--- src/rtl/multicycle_ctrl.sv ---
// -----------------------------------------------------------------------------
// multicycle_ctrl
//
// Control unit for a multicycle MIPS-style datapath. A single state register
// steps through IDLE -> IF -> ID -> (EX -> (MEM) -> (WB)) -> IF. The
// instruction class and its ALU operation are latched at the end of ID, so
// later changes on op/func do not disturb the instruction in flight.
//
// Optional feature:
//   MC_BEQ_EN  - when defined, op 000100 decodes as beq (compare in EX, PC
//                written with the ALU zero flag). When undefined, op 000100 is
//                illegal and BRANCH never asserts.
//
// Ports:
//   clk        in   1  single clock, rising edge
//   rst_n      in   1  asynchronous active-low reset
//   op         in   6  opcode field from the instruction register
//   func       in   6  R-type function field from the instruction register
//   Z          in   1  ALU zero flag
//   mem_ready  in   1  memory completes the access while MEMREQ=1
//   PCWRITE    out  1  PC write enable
//   IRWRITE    out  1  instruction register write enable
//   MEMREQ     out  1  memory access request
//   WMEM       out  1  memory write strobe
//   M2REG      out  1  register write data comes from memory
//   ALUIMM     out  1  ALU B operand is the immediate
//   SEXT       out  1  sign-extend the immediate
//   REGRT      out  1  destination register is rt
//   WREG       out  1  register file write strobe
//   JUMP       out  1  PC source is the jump target
//   BRANCH     out  1  PC source is the branch target
//   ILLEGAL    out  1  undecodable instruction (one ID cycle)
//   ALUC       out  4  ALU op: add 0000, sub 0001, and 0010, or 0011, slt 0100
//   STATE      out  3  IDLE 000, IF 001, ID 010, EX 011, MEM 100, WB 101
// -----------------------------------------------------------------------------
module multicycle_ctrl (
    input  logic       clk,
    input  logic       rst_n,
    input  logic [5:0] op,
    input  logic [5:0] func,
    input  logic       Z,
    input  logic       mem_ready,
    output logic       PCWRITE,
    output logic       IRWRITE,
    output logic       MEMREQ,
    output logic       WMEM,
    output logic       M2REG,
    output logic       ALUIMM,
    output logic       SEXT,
    output logic       REGRT,
    output logic       WREG,
    output logic       JUMP,
    output logic       BRANCH,
    output logic       ILLEGAL,
    output logic [3:0] ALUC,
    output logic [2:0] STATE
);

    typedef enum logic [2:0] {
        S_IDLE = 3'b000,
        S_IF   = 3'b001,
        S_ID   = 3'b010,
        S_EX   = 3'b011,
        S_MEM  = 3'b100,
        S_WB   = 3'b101
    } state_t;

    typedef enum logic [2:0] {
        C_NOP,
        C_RTYPE,
        C_IMM,
        C_LW,
        C_SW,
        C_J,
        C_BEQ,
        C_ILL
    } class_t;

    localparam logic [3:0] ALU_ADD = 4'b0000;
    localparam logic [3:0] ALU_SUB = 4'b0001;
    localparam logic [3:0] ALU_AND = 4'b0010;
    localparam logic [3:0] ALU_OR  = 4'b0011;
    localparam logic [3:0] ALU_SLT = 4'b0100;

    state_t     state;
    class_t     cls;        // latched instruction class
    logic [3:0] aluc_q;     // latched ALU operation

    class_t     dec_cls;    // live decode of op/func, only meaningful in ID
    logic [3:0] dec_aluc;

    // ------------------------------------------------------------------
    // Instruction decode
    // ------------------------------------------------------------------
    always_comb begin
        dec_cls  = C_ILL;
        dec_aluc = ALU_ADD;
        case (op)
            6'b000000: begin
                case (func)
                    6'b100000: begin dec_cls = C_RTYPE; dec_aluc = ALU_ADD; end
                    6'b100010: begin dec_cls = C_RTYPE; dec_aluc = ALU_SUB; end
                    6'b100100: begin dec_cls = C_RTYPE; dec_aluc = ALU_AND; end
                    6'b100101: begin dec_cls = C_RTYPE; dec_aluc = ALU_OR;  end
                    6'b101010: begin dec_cls = C_RTYPE; dec_aluc = ALU_SLT; end
                    6'b000000: dec_cls = C_NOP;
                    default:   dec_cls = C_ILL;
                endcase
            end
            6'b001000: begin dec_cls = C_IMM; dec_aluc = ALU_ADD; end
            6'b001100: begin dec_cls = C_IMM; dec_aluc = ALU_AND; end
            6'b001101: begin dec_cls = C_IMM; dec_aluc = ALU_OR;  end
            6'b001010: begin dec_cls = C_IMM; dec_aluc = ALU_SLT; end
            6'b100011: dec_cls = C_LW;
            6'b101011: dec_cls = C_SW;
            6'b000010: dec_cls = C_J;
`ifdef MC_BEQ_EN
            6'b000100: begin dec_cls = C_BEQ; dec_aluc = ALU_SUB; end
`endif
            default:   dec_cls = C_ILL;
        endcase
    end

    // ------------------------------------------------------------------
    // State register and latched decode
    // ------------------------------------------------------------------
    always_ff @(posedge clk or negedge rst_n) begin
        if (!rst_n) begin
            state  <= S_IDLE;
            cls    <= C_NOP;
            aluc_q <= ALU_ADD;
        end else begin
            case (state)
                S_IDLE: state <= S_IF;
                S_IF: begin
                    if (mem_ready) state <= S_ID;
                end
                S_ID: begin
                    cls    <= dec_cls;
                    aluc_q <= dec_aluc;
                    case (dec_cls)
                        C_ILL, C_J, C_NOP: state <= S_IF;
                        default:           state <= S_EX;
                    endcase
                end
                S_EX: begin
                    case (cls)
                        C_RTYPE, C_IMM: state <= S_WB;
                        C_LW, C_SW:     state <= S_MEM;
                        default:        state <= S_IF;
                    endcase
                end
                S_MEM: begin
                    if (mem_ready) state <= (cls == C_LW) ? S_WB : S_IF;
                end
                S_WB:    state <= S_IF;
                default: state <= S_IDLE;
            endcase
        end
    end

    // ------------------------------------------------------------------
    // Output decode. ID uses the live decode because the class is only
    // latched at the end of that cycle; all later states use the latch.
    // mem_ready gates the single-cycle strobes so a held access still
    // produces exactly one IRWRITE/PCWRITE or WMEM pulse.
    // ------------------------------------------------------------------
    always_comb begin
        PCWRITE = 1'b0;
        IRWRITE = 1'b0;
        MEMREQ  = 1'b0;
        WMEM    = 1'b0;
        M2REG   = 1'b0;
        ALUIMM  = 1'b0;
        SEXT    = 1'b0;
        REGRT   = 1'b0;
        WREG    = 1'b0;
        JUMP    = 1'b0;
        BRANCH  = 1'b0;
        ILLEGAL = 1'b0;
        ALUC    = ALU_ADD;
        case (state)
            S_IF: begin
                MEMREQ  = 1'b1;
                IRWRITE = mem_ready;
                PCWRITE = mem_ready;
            end
            S_ID: begin
                ILLEGAL = (dec_cls == C_ILL);
                JUMP    = (dec_cls == C_J);
                PCWRITE = (dec_cls == C_J);
            end
            S_EX: begin
                ALUC   = aluc_q;
                ALUIMM = (cls == C_IMM) || (cls == C_LW) || (cls == C_SW);
                SEXT   = (cls == C_IMM) || (cls == C_LW) || (cls == C_SW);
                BRANCH = (cls == C_BEQ);
                PCWRITE = (cls == C_BEQ) && Z;
            end
            S_MEM: begin
                MEMREQ = 1'b1;
                ALUIMM = 1'b1;
                SEXT   = 1'b1;
                WMEM   = (cls == C_SW) && mem_ready;
            end
            S_WB: begin
                WREG  = 1'b1;
                REGRT = (cls == C_IMM) || (cls == C_LW);
                M2REG = (cls == C_LW);
            end
            default: ;
        endcase
    end

    assign STATE = state;

endmodule
--- config.mk ---
export PLATFORM = sky130hd
export DESIGN_NAME = multicycle_ctrl
export DESIGN_NICKNAME = d
export VERILOG_FILES = /design/src/rtl/multicycle_ctrl.sv
export SDC_FILE = /design/constraint.sdc
export NUM_CORES = 1
export LEC_CHECK = 0
export CAP_MARGIN = 25
export CORE_MARGIN = 5
export CORE_UTILIZATION = 46
export CTS_BUF_LIST = sky130_fd_sc_hd__clkbuf_4
export DETAILED_ROUTE_END_ITERATION = 6
export GPL_ROUTABILITY_DRIVEN = 0
export PLACE_DENSITY = 0.95
export SKIP_LAST_GASP = 1
export SYNTH_ARGS = -nofsm -noshare
export SYNTH_HDL_FRONTEND = slang
export SYNTH_SLANG_ARGS = --single-unit
--- constraint.sdc ---
create_clock -name clk -period 3 [get_ports clk]
set_input_delay 0.6 -clock clk [delete_from_list [all_inputs] [get_ports clk]]
set_output_delay 0.6 -clock clk [all_outputs]
set_load 0.02 [all_outputs]
==> flow_summary_export.csv, run 1 <==
group,metric,value,unit
cts,cts_root_buf,"clkbuf_4",
critical_path,worstPathRequired,2.40,ns
timing,hold-worst-slack,0.484,ns
cts,cts_buffers,3,
yosys,synthTopCellsByCount,"10 x nand2_1, 9 x dfrtp_1, 8 x and2_1, 6 x nor2_1, 5 x o21ai_0",
final_layout,utilization,77.7,%
cts,cts_tree,"yes",
floorplanning,die_area,0.00271,mm2
final_layout,drive_above_1_share,25.2,%
routing,drt_wl_total,2.32,mm
final_layout,diodes,0,
cts,clk_latency,0.26,ns
yosys,syn_inst,105,
timing,max_freq,352,MHz
yosys,synthTopCellsByArea,"dfrtp_1 28%, and2_1 6.2%, nand2_1 4.6%",
critical_path,cp-start-kind,"primary input",
global_routing,gr-usage-all-layers,19.0,%
yosys,synth_top_area_share,27.7,%
yosys,syn_area,813,um2
placement,dp_hpwl,1.96,mm
timing,period_minus_slack,2.84,ns
global_routing,grt_pass1_wl,3.91,mm
yosys,ys_ff_latch,9,
timing,finalHoldViolCount,0,
routing,routed-wl-met2,1.27,mm
cts,h-tree-depth,1,
critical_path,crit_slowest_cell,"clkdlybuf4s50_1",
yosys,yosysSeqAreaShare,27.7,%
critical_path,crit_arrival,2.24,ns
cts,path_clk_slew,0.06,ns
yosys,avgSynthCellArea,7.75,um2
final_layout,num-fill-cells,123,
final_layout,final_cell_area,0.00133,mm2
run,maxCapViolations,0,
routing,m1WireLength,863,um
critical_path,worst_setup_path_end_kind,"output port",
routing,first_pass_iters,4,
final_layout,multiInputGateArea,568,um2
routing,vias,974,
global_routing,grt_pass1_vias,931,
power_and_ir_drop,ir_drop,0.000354,V
routing,drt_iter0_markers,20,
yosys,synth_top_cell_by_area,"dfrtp_1",
cts,clkSinkCount,9,
routing,route.antenna.remaining_nets,0,
power_and_ir_drop,power_leakage,0.594,nW
routing,routed-wl-met3,154,um
timing,clock-skew-final,0.00301,ns
global_routing,overflow,0,
critical_path,crit_buf_inv,2,
timing,rsz0062_at_grt,"false",
final_layout,nets,172,
floorplanning,die_h,52.0,um
min_path,hp-class,"flip-flop to flip-flop",
timing,finalSetupViolCount,0,
yosys,synth.most_common_cell,"nand2_1",
yosys,synthDistinctLibCells,43,
status,status,"completed",
timing,finalMaxSlewViolations,0,
placement,place_area,0.00128,mm2
timing,finalCritPeriodShare,94.8,%
global_routing,antenna_found_initial,0,
cts,clock_path_buffers,2,
critical_path,criticalPathCategory,"primary input to output port",
power_and_ir_drop,power_density,660,mW/mm2
floorplanning,start_util,47.6,%
critical_path,path_delay_family,"compound AO/OA/AOI/OAI gates",
critical_path,cp_max_fo,4,
critical_path,max_stage_delay,0.53,ns
critical_path,crit_path_cell_trace,"clkdlybuf4s50_1, nor2_1, and3_4, a211oi_4, a21oi_2, a221o_1, clkbuf_2",
cts,cts_setup_buffers,0,
routing,routedWlPerCell,12.9,um
routing,routed.top_layer,"met4",
routing,viasPerCell,5.41,
floorplanning,io_pins,35,
yosys,synth_warnings,0,
yosys,synth-main-ff-cell,"dfrtp_1",
yosys,ys_async_sr_fraction,100,%
floorplanning,row_count,15,
timing,finalSetupTns,0,ns
floorplanning,die_w,52.0,um
final_layout,ff_latch_area,225,um2
yosys,synth_nets,121,
routing,post-route-drc-count,0,
floorplanning,core,0.00171,mm2
final_layout,area_delta_synth_final,63.1,%
yosys,synth-edff-count,0,
placement,portBuffers,33,
global_routing,grt_max_degree,13,
==> layer usage <==
layer | GRT usage [%] | vias up
li1 | - | 484
met1 | 18.8 | 443
met2 | 39.5 | 43
met3 | 1.72 | 4
met4 | 6.55 | 0
met5 | 0 | -
==> where the power goes <==
group	internal, mW	switching (mW)
combinational	0.263	0.260
sequential	0.180	0.0721
clock	0.0601	0.0398
total	0.504	0.372
==> logic make-up after synthesis <==
group,synth area share [%]
and+or+nand+nor,38.8
buffers and inverters,5.23
other,0.461
AOI/OAI and AO/OA,27.8
DFF,27.7
==> cells in the final DEF (no fill, tap or decap), types with 4 or more instances in the layout <==
| master | n |
|---|---|
| a21oi_1 | 4 |
| and2_1 | 8 |
| buf_4 | 18 |
| clkbuf_4 | 4 |
| clkdlybuf4s50_1 | 26 |
| dfrtp_1 | 9 |
| nand2_1 | 10 |
| nor2_1 | 6 |
| o21ai_1 | 6 |
==> flip-flops by register name, summed over array words and instances (netlist names) <==
name and flops:
STATE 3, cls 3, aluc_q 3
==> worst reg2reg max path, delay by kind of cell (launching register included) <==
| kind | cells | cell delay, ns |
|---|---|---|
| buffers and inverters | 1 | 0.08 |
| DFF | 1 | 0.43 |
| AOI/OAI and AO/OA | 3 | 0.37 |
| and+or+nand+nor | 1 | 0.42 |
==> through the flow <==
stage | worst slack (ns) | cells | total power [mW]
2_1_floorplan | 0.601 | 105 | 0.554
5_1_grt | 0.0514 | 180 | 0.945
3_3_place_gp | -0.273 | 176 | 0.771
4_1_cts | -0.0759 | 180 | 0.881
6_report | 0.157 | 180 | 0.875
3_5_place_dp | -0.292 | 176 | 0.789
==> area by class of cell <==
cell class | instances | area share (%)
well taps | 25 | 2.36
inverters | 4 | 1.13
multi-input cells | 87 | 42.8
repair buffers | 51 | 34.4
clock buffers | 4 | 2.26
flip-flops and latches | 9 | 17.0
==> timing repair <==
action                                  in CTS  in global routing
hold buffers                                 0                  0
gates resized for setup                      5                 12
pin swaps                                    0                  1
endpoints found under the setup margin       3                  3
==> final timing paths <==
check	start	endpoint	slack (ns)	cells after the start
max in group asynchronous	rst_n	STATE[0]$_DFFE_PN0P_	2.08	1
min in group asynchronous	rst_n	STATE[2]$_DFFE_PN0P_	0.64	1
worst min-delay path	aluc_q[0]$_DFFE_PN0P_	aluc_q[0]$_DFFE_PN0P_	0.48	2
worst max-delay path	op[2]	PCWRITE	0.16	7
worst min register to register	aluc_q[0]$_DFFE_PN0P_	aluc_q[0]$_DFFE_PN0P_	0.48	2
worst max register to register	cls[1]$_DFFE_PN0P_	STATE[0]$_DFFE_PN0P_	1.59	5
Note: power is estimated with default switching activity, not from simulation.
==> run 2: changes to the inputs <==
CAP_MARGIN = default   (was 25)
==> results of run 2 <==
Same layout as run 1: the final DEF is identical, and so are final timing and power.
==> run 3: changes to the inputs <==
CORE_MARGIN = default   (was 5)
==> run 3 against run 2 <==
  * Sequential cell count unchanged
  * Routed wire length up 0.86%
  * Register-to-register slack about the same
  * Total power down 0.26%
  * Maximum frequency down 3.9%
  * Sequential share of layout area up 0.23 points
  * Final area down 1.3%
  * Utilization up 5.4 points
  * Final cell count down 5.0%
  * Die area down 28%
  * Critical path depth unchanged
  * First-iteration DRC count up 15%
  * Critical path type unchanged
  * Largest cell class unchanged
  * Highest routed layer unchanged
==> flow_summary_export.csv, run 3 (synthesized netlist as in run 1, its figures left out) <==
group,metric,value,unit
timing,clock-skew-final,0.00485,ns
cts,clk_latency,0.27,ns
global_routing,overflow,0,
floorplanning,die_h,44.0,um
critical_path,cp-start-kind,"primary input",
final_layout,multiInputGateArea,566,um2
floorplanning,die_w,44.0,um
floorplanning,io_pins,35,
cts,h-tree-depth,1,
timing,max_freq,338,MHz
critical_path,worst_setup_path_end_kind,"output port",
floorplanning,core,0.00158,mm2
cts,clkSinkCount,9,
final_layout,most-common-layout-cells,"25 x clkdlybuf4s50_1, 18 x buf_4, 10 x nand2_1",
final_layout,area_delta_synth_final,60.9,%
power_and_ir_drop,ir_drop,0.000327,V
cts,cts_setup_buffers,0,
status,status,"completed",
placement,portBuffers,33,
run,maxCapViolations,0,
critical_path,criticalPathCategory,"primary input to output port",
cts,cts_buffers,3,
routing,routedWlPerCell,13.7,um
cts,cts_tree,"yes",
timing,finalHoldViolCount,0,
global_routing,grt_pass1_wl,3.79,mm
timing,finalSetupViolCount,0,
placement,pre_cts_ws,-0.317,ns
timing,hold-worst-slack,0.483,ns
placement,dp_hpwl,1.89,mm
routing,drt_iter0_markers,23,
global_routing,grt_pass1_vias,954,
final_layout,drive_above_1_share,24.5,%
cts,clock_path_buffers,2,
routing,drt_wl_total,2.34,mm
routing,post-route-drc-count,0,
floorplanning,start_util,51.6,%
critical_path,crit_path_cell_trace,"clkdlybuf4s50_1, nor2_1, and3_4, a31oi_1, and2_1, nor3b_2, dlygate4sd2_1",
timing,finalMaxSlewViolations,0,
floorplanning,die_area,0.00194,mm2
final_layout,diodes,0,
critical_path,max_stage_delay,0.46,ns
floorplanning,row_count,14,
routing,first_pass_iters,7,
placement,place_area,0.00127,mm2
global_routing,antenna_found_initial,0,
final_layout,nets,172,
timing,layout_setup_ws,0.0424,ns
power_and_ir_drop,power_leakage,0.589,nW
routing,vias,973,
final_layout,ff_latch_area,225,um2
final_layout,final_cell_area,0.00131,mm2
critical_path,worstPathRequired,2.40,ns
min_path,hp-class,"flip-flop to flip-flop",
critical_path,cp_max_fo,3,
critical_path,crit_arrival,2.36,ns
final_layout,layout_commonest_cell,"clkdlybuf4s50_1",
routing,viasPerCell,5.69,
routing,route.antenna.remaining_nets,0,
timing,period_minus_slack,2.96,ns
cts,path_clk_slew,0.07,ns
cts,cts_root_buf,"clkbuf_4",
final_layout,num-fill-cells,110,
critical_path,crit_slowest_cell,"clkdlybuf4s50_1",
global_routing,gr-usage-all-layers,26.8,%
power_and_ir_drop,power_density,667,mW/mm2
power_and_ir_drop,power,873,uW
timing,finalCritPeriodShare,98.6,%
global_routing,grt_max_degree,13,
cts,ctsHoldBuffers,0,
## run 3: changes by cell type in the layout (fill, tap and decap cells not counted), sizes merged
| cell | before | now |
|---|---|---|
| clkdlybuf4s50 | 26 | 25 |
| clkinv | 0 | 1 |
| dlygate4sd2 | 3 | 6 |
| dlymetal6s2s | 2 | 1 |
| clkbuf | 6 | 4 |
## run 3: final cells by class
type                            count  share of cell area, %
Multi-Input combinational cell     87                   43.2
Clock buffer                        3                   1.72
Sequential cell                     9                   17.2
Inverter                            4                   1.15
Tap cell                           16                   1.53
Timing Repair Buffer               51                   34.8
Clock inverter                      1                  0.382
## run 3: repair_timing
action	CTS	global route
setup endpoints to repair	3	2
resized for setup	9	7
pin swaps	1	1
## run 3: metal layers
layer,global-route usage (%),share of wire (%),up-vias
li1,-,-,486
met1,27.0,36,437
met2,50.9,56,40
met3,2.45,3.9,10
met4,18.2,3.9,0
met5,0,0,-
## run 3: worst max-delay path, delay by kind of cell
family / cells / cell delay (ns)
AND/OR/NAND/NOR: 4 / 0.82
buffers and inverters: 2 / 0.81
AO/OA/AOI/OAI: 1 / 0.12
## run 3: where the power goes
group | total (mW) | switching (mW) | internal, mW
registers | 0.255 | 0.0749 | 0.180
logic | 0.522 | 0.259 | 0.264
clock network | 0.0958 | 0.0464 | 0.0493
## run 3: path summary, 6_finish.rpt
check | end | slack, ns | cells past startpoint | startpoint
max reg2reg | STATE[0]$_DFFE_PN0P_ | 1.60 | 5 | cls[1]$_DFFE_PN0P_
max in group asynchronous | STATE[0]$_DFFE_PN0P_ | 2.09 | 1 | rst_n
min | aluc_q[0]$_DFFE_PN0P_ | 0.48 | 2 | aluc_q[0]$_DFFE_PN0P_
max | ILLEGAL | 0.04 | 7 | op[2]
min reg2reg | aluc_q[0]$_DFFE_PN0P_ | 0.48 | 2 | aluc_q[0]$_DFFE_PN0P_
min in group asynchronous | STATE[2]$_DFFE_PN0P_ | 0.62 | 1 | rst_n
## run 3: stage by stage
stage | TNS [ns] | util, % | std cells
6_report | 0 | 83.0 | 171
5_1_grt | -0.0308 | 83.0 | 171
4_1_cts | 0 | 82.6 | 171
3_5_place_dp | -0.883 | 80.6 | 167
3_3_place_gp | -0.662 | 80.6 | 167
2_1_floorplan | 0 | - | 105
